### src/rtl/counters_pkg.sv
// counters_pkg: shared definitions for the COUNTERS library.
// Holds the run/enable FSM state encoding used by the up/down counters and
// the timer blocks built on top of them.
package counters_pkg;

  typedef enum logic [1:0] {
    ST_IDLE = 2'd0,
    ST_RUN  = 2'd1,
    ST_DONE = 2'd2
  } cnt_state_e;

endpackage

### src/rtl/sticky_flag.sv
// sticky_flag: single sticky status bit with set / acknowledge / clear.
//   clk, reset : clock and asynchronous active-high reset
//   clr_i      : synchronous clear, highest priority
//   set_i      : sets the flag; wins over a simultaneous ack
//   ack_i      : clears the flag when no set is present
//   flag_o     : registered flag
module sticky_flag (
  input  logic clk,
  input  logic reset,
  input  logic clr_i,
  input  logic set_i,
  input  logic ack_i,
  output logic flag_o
);

  logic flag_q, flag_d;

  always_comb begin
    flag_d = flag_q;
    if (clr_i)      flag_d = 1'b0;
    else if (set_i) flag_d = 1'b1;  // an event arriving with the ack is not lost
    else if (ack_i) flag_d = 1'b0;
  end

  always_ff @(posedge clk or posedge reset) begin
    if (reset) flag_q <= 1'b0;
    else       flag_q <= flag_d;
  end

  assign flag_o = flag_q;

endmodule

### src/rtl/mod_n_up_counter.sv
// mod_n_up_counter: parameterised modulo-N up counter (0..MODULUS-1).
// Free-running (wrap) or one-shot (stop at top) under an IDLE/RUN/DONE FSM.
//   clk, reset : clock, asynchronous active-high reset
//   clr        : sync clear -> count 0, IDLE, flags cleared
//   start      : IDLE/DONE -> RUN with count 0 (ignored in RUN)
//   en         : count enable, only effective in RUN
//   oneshot    : 1 stop in DONE at top, 0 wrap to 0
//   load       : sync load of min(load_val, MODULUS-1), state unchanged
//   load_val   : load value
//   cmp_val    : compare value for match
//   ovf_ack    : clears ovf (a simultaneous wrap keeps it set)
//   count      : registered count
//   busy       : state == RUN
//   tc         : combinational cascade carry, busy & en & top
//   wrap, done : registered one-cycle pulses after wrap / entry to DONE
//   match      : registered (count == cmp_val) of the previous cycle
//   ovf        : sticky wrap indicator
module mod_n_up_counter
  import counters_pkg::*;
#(
  parameter int WIDTH   = 4,
  parameter int MODULUS = 16
) (
  input  logic             clk,
  input  logic             reset,
  input  logic             clr,
  input  logic             start,
  input  logic             en,
  input  logic             oneshot,
  input  logic             load,
  input  logic [WIDTH-1:0] load_val,
  input  logic [WIDTH-1:0] cmp_val,
  input  logic             ovf_ack,
  output logic [WIDTH-1:0] count,
  output logic             busy,
  output logic             tc,
  output logic             wrap,
  output logic             done,
  output logic             match,
  output logic             ovf
);

  if (MODULUS < 2 || MODULUS > (1 << WIDTH)) begin : g_bad_modulus
    $error("mod_n_up_counter: MODULUS %0d outside 2..2**WIDTH", MODULUS);
  end

  localparam logic [WIDTH-1:0] TOP = WIDTH'(MODULUS - 1);

  cnt_state_e       state_q, state_d;
  logic [WIDTH-1:0] count_q, count_d;
  logic             wrap_q, wrap_d;
  logic             done_q, done_d;
  logic             match_q, match_d;
  logic             at_top;

  // Wrap is decided against TOP, never by natural overflow of the adder.
  assign at_top = (count_q == TOP);

  always_comb begin
    state_d = state_q;
    count_d = count_q;
    wrap_d  = 1'b0;
    done_d  = 1'b0;
    if (clr) begin
      state_d = ST_IDLE;
      count_d = '0;
    end else if (load) begin
      count_d = (load_val > TOP) ? TOP : load_val;
    end else if (start && state_q != ST_RUN) begin
      state_d = ST_RUN;
      count_d = '0;
    end else if (state_q == ST_RUN && en) begin
      if (!at_top) begin
        count_d = count_q + WIDTH'(1);
      end else if (oneshot) begin
        state_d = ST_DONE;  // count holds at TOP
        done_d  = 1'b1;
      end else begin
        count_d = '0;
        wrap_d  = 1'b1;
      end
    end
  end

  // match tracks the count regardless of state, one cycle late.
  assign match_d = (count_q == cmp_val);

  always_ff @(posedge clk or posedge reset) begin
    if (reset) begin
      state_q <= ST_IDLE;
      count_q <= '0;
      wrap_q  <= 1'b0;
      done_q  <= 1'b0;
      match_q <= 1'b0;
    end else begin
      state_q <= state_d;
      count_q <= count_d;
      wrap_q  <= wrap_d;
      done_q  <= done_d;
      match_q <= match_d;
    end
  end

  sticky_flag u_ovf (
    .clk    (clk),
    .reset  (reset),
    .clr_i  (clr),
    .set_i  (wrap_d),
    .ack_i  (ovf_ack),
    .flag_o (ovf)
  );

  assign count = count_q;
  assign busy  = (state_q == ST_RUN);
  assign tc    = busy & en & at_top;
  assign wrap  = wrap_q;
  assign done  = done_q;
  assign match = match_q;

endmodule

### config.mk
export PLATFORM = sky130hd
export DESIGN_NAME = mod_n_up_counter
export DESIGN_NICKNAME = d
export VERILOG_FILES = /design/src/rtl/counters_pkg.sv /design/src/rtl/sticky_flag.sv /design/src/rtl/mod_n_up_counter.sv
export SDC_FILE = /design/constraint.sdc
export NUM_CORES = 1
export LEC_CHECK = 0
export BUFFER_PORTS_ARGS = -buffer_cell sky130_fd_sc_hd__buf_2
export CORE_UTILIZATION = 40
export DETAILED_ROUTE_END_ITERATION = 16
export PLACE_DENSITY = 0.71
export SKIP_CTS_REPAIR_TIMING = 1
export SLEW_MARGIN = 20
export SYNTH_ARGS = -nofsm -noshare
export SYNTH_HDL_FRONTEND = slang
export SYNTH_SLANG_ARGS = --single-unit
### constraint.sdc
create_clock -name clk -period 1.5 [get_ports clk]
set_clock_uncertainty 0.05 [all_clocks]
set_input_delay 0.3 -clock clk [delete_from_list [all_inputs] [get_ports clk]]
set_output_delay 0.3 -clock clk [all_outputs]
set_load 0.05 [all_outputs]
==> run_results.csv, run 1 <==
group,metric,value,unit
layout,layoutNonFillerInstCount,117,
logic_synthesis,seq_area_frac_synth,40.7,%
timing,timing_worst_slew_pin_value,0.381,ns
worst_setup_path,regToRegStartpoint,"count[0]$_DFFE_PP0P_",
power_and_ir_drop,p_per_area,742,mW/mm^2
layout,finish.instance_area,922,um^2
floorplanning,fp.coreArea,0.00137,mm^2
grt,grt_pass1_vias,505,
worst_setup_path,critical_path.n_buffers_inverters,2,
timing,slew_headroom,74.6,%
worst_setup_path,crit_chain,"ha_4, and3_4, nand2_4, clkinvlp_4, buf_8",
grt,antenna_found_initial,0,
routing,routed-via-count,605,
placed_design,io_port_bufs,25,
routing,finalWirelength,1470,um
worst_setup_path,timing.critical_path.slowest_cell_delay,0.43,ns
grt,grt.total_usage,20.6,%
timing,final.min_clock_period,1.70,ns
floorplanning,die-width,41.2,um
hold_path,hold_path_end,"wrap$_DFF_PP0_",
worst_setup_path,timing.reg2reg.worst_path_depth,6,
placed_design,dp.final_hpwl,1110,um
grt,gr-total-overflow,0,
timing,final_number_of_max_transition_violations,0,
routing,vias_per_cell,5.17,
worst_setup_path,start_kind,"flip-flop",
worst_setup_path,critical_path.endpoint_type,"primary output",
hold_path,min-delay-start,"oneshot",
status,violations,"setup timing",
layout,layout_common_cells,"sky130_fd_sc_hd__buf_2, sky130_fd_sc_hd__buf_4, sky130_fd_sc_hd__nand2_1, sky130_fd_sc_hd__dfrtp_1, sky130_fd_sc_hd__a21oi_1",
worst_setup_path,timing.setup.critical_path_class,"flip-flop to primary output",
routing,drt-pass1-iter-count,2,
clock_tree,numClockSinks,10,
power_and_ir_drop,totalPowerFinal,684,uW
floorplanning,fp-row-count,13,
logic_synthesis,synth_top_cell_by_area,"sky130_fd_sc_hd__dfrtp_1",
hold_path,whs_path_depth,2,
clock_tree,clock_tree.buffer_depth,2,
clock_tree,clock_buffer_count_from_cts,3,
timing,final.setup.worst_slack,-0.202,ns
floorplanning,floorplan.io_pins,26,
timing,timing.final.hold_violations,0,
job,maxCapViolations,0,
routing,initialDrtViolationCount,8,
logic_synthesis,syn-cell-area,614,um^2
layout,num_antenna_cells,0,
layout,area_growth_syn_to_layout,50.1,%
routing,remaining_drc_errors,0,
power_and_ir_drop,ir_worst_vdd,0.593,mV
clock_tree,clkSlewWorstSetupHoldPaths,0.07,ns
timing,maxClockFrequency,0.588,GHz
clock_tree,clockRootBuffer,"sky130_fd_sc_hd__clkbuf_4",
grt,grt_start_max_net_pins,11,
floorplanning,die_height,41.2,um
logic_synthesis,yosysWarnings,0,
logic_synthesis,syn_inst,62,
logic_synthesis,synthTopCellsByArea,"sky130_fd_sc_hd__dfrtp_1, sky130_fd_sc_hd__xor2_1, sky130_fd_sc_hd__a221oi_4",
worst_setup_path,path_delay_family,"flip-flops",
placed_design,placedInstanceArea,856,um^2
clock_tree,cts_max_level,1,
power_and_ir_drop,total_leakage_power,0.489,nW
worst_setup_path,slowest_stage,"sky130_fd_sc_hd__dfrtp_2",
floorplanning,die_area,0.00170,mm^2
worst_setup_path,cp_arrival,1.35,ns
routing,detail_route.wl_per_cell,12.6,um
worst_setup_path,crit_reg_reg_endpoint,"count[2]$_DFFE_PP0P_",
logic_synthesis,average_instance_area_after_synthesis,9.91,um^2
layout,mostFrequentLayoutCell,"sky130_fd_sc_hd__buf_2",
grt,grt_first_pass_wirelength,2140,um
worst_setup_path,critical_path_peak_fanout,3,
worst_setup_path,required,1.15,ns
hold_path,timing.hold.worst.class,"input port to flip-flop",
logic_synthesis,synth.distinct_cells,34,
logic_synthesis,synthesis.nets,79,
timing,layout_worst_path_cycle_share,113,%
timing,setup_violations,1,
status,run_status,"finished, violations left",
clock_tree,cts_tree,"built",
placed_design,placed_insts,111,
routing,antenna_violating_nets_post_route,0,
logic_synthesis,area_share_of_the_largest_cell_type_after_synthesis,40.7,%
floorplanning,initial_core_utilization,45.0,%
layout,layout-drive-gt1-share,52.0,%
placed_design,globalplace.congestion,0.762,
logic_synthesis,ys_ff_latch,10,
layout,layout.nets,120,
timing,grt_setup_unrepaired,"yes",
clock_tree,clk-insertion-delay-late,0.27,ns
worst_setup_path,timing.reg2reg.setup_slack,0,ns
-- metrics by stage --
stage | TNS [ns] | utilization (%) | worst slack, ns | hold slack, ns
finish | -0.202 | 67.5 | -0.202 | 0.216
global route | -0.564 | 67.5 | -0.235 | 0.225
CTS | -0.314 | 64.6 | -0.309 | -0.0515
detailed placement | 0 | 62.6 | 0.00113 | 0.251
global placement | 0 | 62.6 | 0.00521 | 0.243
floorplan | -0.629 | - | -0.160 | 0.0899
-- registers in the layout, indices dropped and copies added (netlist names) --
signal        count
state_q           2
count             4
u_ovf.flag_o      1
done              1
match             1
wrap              1
-- how the worst max path moves through the flow --
stage / start / to / slack (ns) / cells past startpoint
2_1_floorplan: count[0]$_DFFE_PP0P_ / count[3]$_DFFE_PP0P_ / -0.16 / 5
3_3_place_gp: count[1]$_DFFE_PP0P_ / tc / 0.005 / 5
3_5_place_dp: count[1]$_DFFE_PP0P_ / tc / 0.001 / 5
4_1_cts: count[1]$_DFFE_PP0P_ / tc / -0.31 / 5
5_1_grt: count[0]$_DFFE_PP0P_ / tc / -0.23 / 5
6_report: count[0]$_DFFE_PP0P_ / tc / -0.20 / 5
-- area by class of cell --
cell class                 count  area (um^2)
timing repair buffer          38          238
multi-input combinational     45          362
inverter                       5         22.5
tap                           15         18.8
clock buffer                   4         26.3
fill                         116          444
sequential                    10          255
-- kinds of logic after synthesis --
logic type / count (synthesis) / synth area share (%)
flip-flops: 10 / 40.7
XOR/XNOR: 5 / 7.13
AND/OR/NAND/NOR: 21 / 21.2
adder cells (fa/ha/maj): 1 / 2.04
AO/OA/AOI/OAI: 18 / 23.4
buffers and inverters: 7 / 5.50
-- per-layer routing --
| metal | routed length [um] | part of all wire, % | vias up | GRT usage [%] |
|---|---|---|---|---|
| met5 | 0 | 0 | - | 0 |
| met4 | 25 | 1.7 | 0 | 9.68 |
| met1 | 660 | 45 | 282 | 26.7 |
| li1 | - | - | 305 | - |
| met3 | 57 | 3.9 | 2 | 6.52 |
| met2 | 728 | 49 | 16 | 30.5 |
-- where the power goes --
part	total (mW)	internal (mW)	switching, mW	leakage, nW
combinational	0.192	0.0772	0.115	0.344
clock	0.200	0.103	0.0966	0.0150
sequential	0.292	0.282	0.0102	0.130
-- synth_stat cells, drive strengths merged --
| cell type | number |
|---|---|
| dfrtp | 10 |
| nand2 | 7 |
| a21oi | 5 |
| inv | 5 |
| xor2 | 4 |
| o31ai | 3 |
| nand2b | 2 |
| nor2 | 2 |
| nor4 | 2 |
| o21ai | 2 |
| a211oi | 1 |
| a21o | 1 |
| a221oi | 1 |
| a22o | 1 |
| a22oi | 1 |
| a32o | 1 |
| and3 | 1 |
| and3b | 1 |
| buf | 1 |
| clkbuf | 1 |
| ha | 1 |
| nand3 | 1 |
| nand3b | 1 |
| nand4 | 1 |
| nor3 | 1 |
| o211a | 1 |
| o311ai | 1 |
| or2 | 1 |
| or3 | 1 |
| xnor2 | 1 |
-- worst register-to-register path, stage by stage (launching register included) --
cell	delay, ns
sky130_fd_sc_hd__dfrtp_2	0.43
sky130_fd_sc_hd__ha_4	0.17
sky130_fd_sc_hd__buf_4	0.14
sky130_fd_sc_hd__xnor2_1	0.11
sky130_fd_sc_hd__a211oi_1	0.21
sky130_fd_sc_hd__a21oi_1	0.07
sky130_fd_sc_hd__o31ai_1	0.21
Note: power is estimated with default switching activity, not from simulation.
==> run 2: changes to the inputs <==
--- a/config.mk
+++ b/config.mk
@@ -8,9 +8,10 @@
 export BUFFER_PORTS_ARGS = -buffer_cell sky130_fd_sc_hd__buf_2
 export CORE_UTILIZATION = 40
 export DETAILED_ROUTE_END_ITERATION = 16
-export PLACE_DENSITY = 0.71
+export PLACE_DENSITY = 0.72
 export SKIP_CTS_REPAIR_TIMING = 1
 export SLEW_MARGIN = 20
 export SYNTH_ARGS = -nofsm -noshare
 export SYNTH_HDL_FRONTEND = slang
+export SYNTH_HIERARCHICAL = 1
 export SYNTH_SLANG_ARGS = --single-unit
==> run 2 against run 1 <==
  * The flow still finishes with violations (setup timing)
  * Sequential power barely moved
  * Sequential share of layout area about the same
  * Clock-buffer cell count unchanged
  * Critical path depth unchanged
  * Combinational power is essentially flat
  * Final cell count is the same
  * Global-route usage rose by 2.1 points
  * Highest routed layer is now met3
==> run_results.csv, run 2 <==
group,metric,value,unit
job,maxCapViolations,0,
logic_synthesis,yosysWarnings,6,
worst_setup_path,timing.setup.critical_path_class,"flip-flop to primary output",
layout,area_growth_syn_to_layout,54.0,%
clock_tree,clock_tree.buffer_depth,2,
power_and_ir_drop,ir_worst_vdd,0.616,mV
timing,layout_worst_path_cycle_share,114,%
worst_setup_path,regToRegStartpoint,"count[0]$_DFFE_PP0P_",
timing,final_number_of_max_transition_violations,0,
layout,largest_reg_flops,4,
power_and_ir_drop,p_sw,230,uW
placed_design,globalplace.congestion,0.814,
logic_synthesis,synthMostInstantiatedCell,"sky130_fd_sc_hd__dfrtp_1",
layout,layout_common_cells,"sky130_fd_sc_hd__buf_2, sky130_fd_sc_hd__buf_4, sky130_fd_sc_hd__nand2_1, sky130_fd_sc_hd__dfrtp_1",
logic_synthesis,synthSimpleGateAreaFrac,19.9,%
logic_synthesis,synth-xor-area-share,7.32,%
power_and_ir_drop,totalPowerFinal,694,uW
power_and_ir_drop,clock_power_share,29.4,%
logic_synthesis,synth.distinct_cells,28,
floorplanning,floorplan.io_pins,26,
timing,timing.final.hold_violations,0,
floorplanning,die_area,0.00165,mm^2
floorplanning,initial_core_utilization,44.3,%
routing,finalWirelength,1610,um
placed_design,dp.final_hpwl,1240,um
status,violations,"setup timing",
timing,slew_headroom,71.2,%
logic_synthesis,proportion_of_register_bits_with_asynchronous_set_or_reset_after_synthesis,100,%
hold_path,whs_path_depth,2,
power_and_ir_drop,power.share.switching,33.1,%
logic_synthesis,synthesis.nets,79,
power_and_ir_drop,combinationalPowerShare,28.1,%
worst_setup_path,timing.reg2reg.setup_slack,0,ns
status,run_status,"finished, violations left",
grt,gr-total-overflow,0,
routing,initialDrtViolationCount,7,
logic_synthesis,area_share_of_the_largest_cell_type_after_synthesis,41.8,%
clock_tree,clock_buffer_count_from_cts,3,
power_and_ir_drop,p_per_area,753,mW/mm^2
clock_tree,clkSlewWorstSetupHoldPaths,0.08,ns
power_and_ir_drop,internal_power,464,uW
routing,vias_per_cell,5.34,
logic_synthesis,synth_compound_area_share,23.8,%
layout,layoutNonFillerInstCount,117,
clock_tree,numClockSinks,10,
logic_synthesis,seq_area_frac_synth,41.8,%
layout,layout.nets,120,
logic_synthesis,ys_ff_latch,10,
placed_design,io_port_bufs,25,
hold_path,min-delay-start,"oneshot",
timing,timing_worst_slew_pin_value,0.426,ns
power_and_ir_drop,total_leakage_power,0.484,nW
clock_tree,clockRootBuffer,"sky130_fd_sc_hd__clkbuf_4",
worst_setup_path,crit_reg_reg_endpoint,"count[3]$_DFFE_PP0P_",
timing,final.setup.worst_slack,-0.213,ns
logic_synthesis,average_instance_area_after_synthesis,9.65,um^2
placed_design,placed_insts,110,
timing,final.min_clock_period,1.71,ns
layout,fillers,119,
worst_setup_path,critical_path.endpoint_type,"primary output",
floorplanning,die-width,40.7,um
grt,antenna_found_initial,0,
routing,drt-pass1-iter-count,3,
grt,grt.total_usage,22.7,%
clock_tree,clk-insertion-delay-late,0.28,ns
worst_setup_path,timing.reg2reg.worst_path_depth,6,
floorplanning,fp-row-count,13,
logic_synthesis,syn_inst,62,
worst_setup_path,critical_path_peak_fanout,4,
logic_synthesis,synthTopCellsByArea,"sky130_fd_sc_hd__dfrtp_1, sky130_fd_sc_hd__xor2_1, sky130_fd_sc_hd__a221oi_4",
clock_tree,cts_tree,"built",
worst_setup_path,crit_chain,"ha_4, and3_4, nand2_4, clkinvlp_4, buf_6",
routing,detail_route.wl_per_cell,13.8,um
routing,routed-via-count,625,
worst_setup_path,start_kind,"flip-flop",
worst_setup_path,required,1.15,ns
grt,grt_first_pass_wirelength,2330,um
logic_synthesis,syn-cell-area,598,um^2
worst_setup_path,slowest_stage,"sky130_fd_sc_hd__dfrtp_2",
timing,maxClockFrequency,0.584,GHz
timing,holdWs,0.237,ns
hold_path,timing.hold.worst.class,"input port to flip-flop",
logic_synthesis,synth_top_cell_by_area,"sky130_fd_sc_hd__dfrtp_1",
routing,antenna_violating_nets_post_route,0,
floorplanning,fp.coreArea,0.00135,mm^2
floorplanning,die_height,40.7,um
timing,grt_setup_unrepaired,"yes",
layout,layout-drive-gt1-share,52.9,%
hold_path,hold_path_end,"wrap$_DFF_PP0_",
worst_setup_path,cp_num_cells,5,
logic_synthesis,synthFlopType,"sky130_fd_sc_hd__dfrtp_1",
layout,mostFrequentLayoutCell,"sky130_fd_sc_hd__buf_2",
worst_setup_path,cp_arrival,1.36,ns
layout,num_antenna_cells,0,
worst_setup_path,path_delay_family,"flip-flops",
timing,setup_violations,2,
logic_synthesis,netlist_top_cells_count,"sky130_fd_sc_hd__dfrtp_1, sky130_fd_sc_hd__inv_1, sky130_fd_sc_hd__nand2_1",
clock_tree,cts_max_level,1,
grt,grt_start_max_net_pins,10,
layout,final_core_util,68.2,%
grt,grt_pass1_vias,562,
logic_synthesis,post_synth_mux_area_share,0,%
logic_synthesis,post_synth_edffs,0,
power_and_ir_drop,seq_power_share,42.5,%
worst_setup_path,timing.critical_path.slowest_cell_delay,0.43,ns
logic_synthesis,synthAdderAreaFrac,2.09,%
worst_setup_path,critical_path.n_buffers_inverters,2,
logic_synthesis,dominant_combinational_cell_family_by_area_after_synthesis,"compound AO/OA/AOI/OAI gates",
routing,remaining_drc_errors,0,
run 2: through the flow:
| step | instance area, um^2 | TNS, ns | worst slack (ns) |
|---|---|---|---|
| after CTS | 865 | -0.463 | -0.339 |
| after detailed placement | 838 | -0.0269 | -0.0269 |
| after floorplan | 631 | -0.676 | -0.161 |
| after global routing | 921 | -0.589 | -0.262 |
| after global placement | 838 | -0.0178 | -0.0178 |
| final | 921 | -0.216 | -0.213 |
run 2: layer usage:
metal  vias up  wire length (um)  track usage (%)
met2        20               822             38.9
li1        305                 -                -
met4         0                 0             7.50
met3         0                99             9.78
met1       300               688             24.8
met5         -                 0                0
run 2: worst max path at each step:
| stage | start | end | slack [ns] |
|---|---|---|---|
| after detailed placement | count[1]$_DFFE_PP0P_ | tc | -0.03 |
| final | count[0]$_DFFE_PP0P_ | tc | -0.21 |
| after floorplan | count[0]$_DFFE_PP0P_ | tc | -0.16 |
| after CTS | count[1]$_DFFE_PP0P_ | tc | -0.34 |
| after global placement | count[1]$_DFFE_PP0P_ | tc | -0.02 |
| after global routing | count[0]$_DFFE_PP0P_ | tc | -0.26 |
run 2: area by class of cell:
type	count	area, um^2	share of cell area, %
multi-input combinational	44	358	38.9
sequential	10	255	27.7
clock buffer	4	26.3	2.85
inverter	7	30.0	3.26
tap	15	18.8	2.04
timing repair buffer	37	233	25.3
run 2: cell families after synthesis:
logic type                 Yosys count
AOI/OAI and AO/OA                   18
adders and majority gates            1
DFF                                 10
xor gates and xnor gates             5
buffers and inverters                8
and+or+nand+nor                     20
run 2: power by group through the flow:
stage	registers [mW]	logic (mW)	clock network (mW)
CTS	0.293	0.185	0.209
detailed placement	0.299	0.184	0
global placement	0.298	0.181	0
floorplan	0.337	0.0697	0
global route	0.296	0.213	0.226
finish	0.295	0.195	0.204
run 2: worst reg2reg max path, cell delays in order, from the launching register on:
cell	delay, ns
sky130_fd_sc_hd__dfrtp_2	0.39
sky130_fd_sc_hd__ha_4	0.16
sky130_fd_sc_hd__buf_4	0.11
sky130_fd_sc_hd__nand4_4	0.09
sky130_fd_sc_hd__a221oi_4	0.28
sky130_fd_sc_hd__nor2_2	0.08
sky130_fd_sc_hd__a32o_1	0.23
==> run 3: changes to the inputs <==
--- a/config.mk
+++ b/config.mk
@@ -8,7 +8,7 @@
 export BUFFER_PORTS_ARGS = -buffer_cell sky130_fd_sc_hd__buf_2
 export CORE_UTILIZATION = 40
 export DETAILED_ROUTE_END_ITERATION = 16
-export PLACE_DENSITY = 0.72
+export PLACE_DENSITY = 0.75
 export SKIP_CTS_REPAIR_TIMING = 1
 export SLEW_MARGIN = 20
 export SYNTH_ARGS = -nofsm -noshare
==> run 3 against run 2 <==
  * The flow still finishes with violations (setup timing)
  * Combinational power increased by 2%
  * Final cell count unchanged
  * Highest routed layer is now met4
  * Non-clock buffer count unchanged
  * Worst hold slack got worse by 0.0080 ns
  * Wire length increased by 4.8%
  * Largest power group unchanged
==> run_results.csv, run 3 (same netlist as run 2, synthesis figures left out) <==
group,metric,value,unit
status,run_status,"finished, violations left",
status,violations,"setup timing",
timing,maxClockFrequency,0.592,GHz
power_and_ir_drop,p_per_area,791,mW/mm^2
grt,gr-total-overflow,0,
timing,setup_violations,5,
placed_design,placedInstanceArea,846,um^2
clock_tree,clk-insertion-delay-late,0.27,ns
timing,timing.final.hold_violations,0,
layout,layout_common_cells,"sky130_fd_sc_hd__buf_2, sky130_fd_sc_hd__buf_4, sky130_fd_sc_hd__dfrtp_1",
grt,grt_first_pass_wirelength,2530,um
timing,layout_worst_path_cycle_share,113,%
floorplanning,die_height,40.7,um
layout,num_antenna_cells,0,
timing,timing_worst_slew_pin_value,0.392,ns
clock_tree,cts_tree,"built",
worst_setup_path,timing.setup.critical_path_class,"flip-flop to primary output",
floorplanning,fp.coreArea,0.00135,mm^2
placed_design,io_port_bufs,25,
worst_setup_path,required,1.15,ns
floorplanning,fp-row-count,13,
timing,slew_headroom,73.8,%
timing,grt_setup_unrepaired,"yes",
routing,remaining_drc_errors,0,
placed_design,detailedPlace.worstSlack,-0.00384,ns
worst_setup_path,critical_path_peak_fanout,3,
hold_path,timing.hold.worst.class,"input port to flip-flop",
hold_path,whs_path_depth,2,
routing,antenna_violating_nets_post_route,0,
timing,setup_tns_final,-0.639,ns
grt,antenna_found_initial,0,
routing,finalWirelength,1690,um
job,maxCapViolations,0,
worst_setup_path,critical_path.endpoint_type,"primary output",
power_and_ir_drop,ir_worst_vdd,0.393,mV
clock_tree,numClockSinks,10,
grt,grt.total_usage,24.0,%
clock_tree,clockRootBuffer,"sky130_fd_sc_hd__clkbuf_4",
worst_setup_path,cp_arrival,1.34,ns
timing,final_number_of_max_transition_violations,0,
floorplanning,die_area,0.00165,mm^2
layout,largest_reg_flops,4,
routing,initialDrtViolationCount,10,
timing,final.min_clock_period,1.69,ns
placed_design,globalplace.congestion,0.867,
layout,finish.instance_area,946,um^2
worst_setup_path,timing.reg2reg.worst_path_depth,7,
routing,routed-via-count,613,
layout,layout.nets,120,
clock_tree,cts_max_level,1,
placed_design,dp.final_hpwl,1220,um
layout,layout-drive-gt1-share,55.9,%
clock_tree,clkSlewWorstSetupHoldPaths,0.07,ns
routing,vias_per_cell,5.24,
grt,grt_start_max_net_pins,10,
power_and_ir_drop,total_leakage_power,0.495,nW
timing,final.setup.worst_slack,-0.190,ns
layout,area_growth_syn_to_layout,58.2,%
timing,holdWs,0.229,ns
layout,fillers,107,
routing,detail_route.wl_per_cell,14.4,um
floorplanning,die-width,40.7,um
routing,drt-pass1-iter-count,4,
grt,grt_pass1_vias,606,
floorplanning,initial_core_utilization,44.3,%
floorplanning,floorplan.io_pins,26,
clock_tree,clock_tree.buffer_depth,2,
clock_tree,clock_buffer_count_from_cts,3,
layout,mostFrequentLayoutCell,"sky130_fd_sc_hd__buf_2",
worst_setup_path,start_kind,"flip-flop",
-- run 3: cell count changes in the layout (fill, tap and decap cells not counted) --
cell	delta
sky130_fd_sc_hd__nand2_1	-1
sky130_fd_sc_hd__o31ai_2	+1
sky130_fd_sc_hd__buf_6	+2
sky130_fd_sc_hd__clkbuf_1	-1
sky130_fd_sc_hd__o31ai_1	-1
sky130_fd_sc_hd__buf_4	-2
sky130_fd_sc_hd__nand2_2	+1
sky130_fd_sc_hd__clkbuf_8	+1
-- run 3: routing by layer --
metal,routed length (um),global-route usage (%)
met4,44,14.2
met3,73,7.61
met5,0,0
met1,745,28.2
met2,825,38.1
-- run 3: worst max-delay path: stages, from the launching register on --
cell                         delay, ns
sky130_fd_sc_hd__dfrtp_2          0.42
sky130_fd_sc_hd__ha_4             0.16
sky130_fd_sc_hd__and3_4           0.17
sky130_fd_sc_hd__nand2_4          0.08
sky130_fd_sc_hd__clkinvlp_4       0.07
sky130_fd_sc_hd__buf_6            0.15
-- run 3: through the flow --
step                      total power, mW  utilization, %  std cells
after detailed placement            0.481            62.7        111
after CTS                           0.739            65.3        115
after global routing                0.791            70.1        117
final                               0.749            70.1        117
after global placement              0.479            62.7        111
after floorplan                     0.407               -         62
-- run 3: area by class of cell --
type / instances / area, um^2 / area share (%)
tap: 15 / 18.8 / 1.98
inverter: 7 / 30.0 / 3.17
clock buffer: 4 / 36.3 / 3.84
timing repair buffer: 37 / 240 / 25.4
multi-input combinational: 44 / 365 / 38.6
sequential: 10 / 255 / 27.0
-- run 3: final timing paths --
path                       slack (ns)                        to                startpoint
max                             -0.19                        tc      count[1]$_DFFE_PP0P_
min reg2reg                      0.50  u_ovf/flag_o$_DFFE_PP0P_  u_ovf/flag_o$_DFFE_PP0P_
max reg2reg                     -0.14      count[3]$_DFFE_PP0P_      count[1]$_DFFE_PP0P_
min                              0.23            wrap$_DFF_PP0_                   oneshot
max in group asynchronous        0.59      count[0]$_DFFE_PP0P_                     reset
min in group asynchronous        0.35  u_ovf/flag_o$_DFFE_PP0P_                     reset
-- run 3: report_power, final --
part           switching (mW)  internal, mW  total, mW
registers              0.0125         0.282      0.294
logic                   0.119        0.0809      0.199
clock network           0.107         0.148      0.255
total                   0.238         0.510      0.749
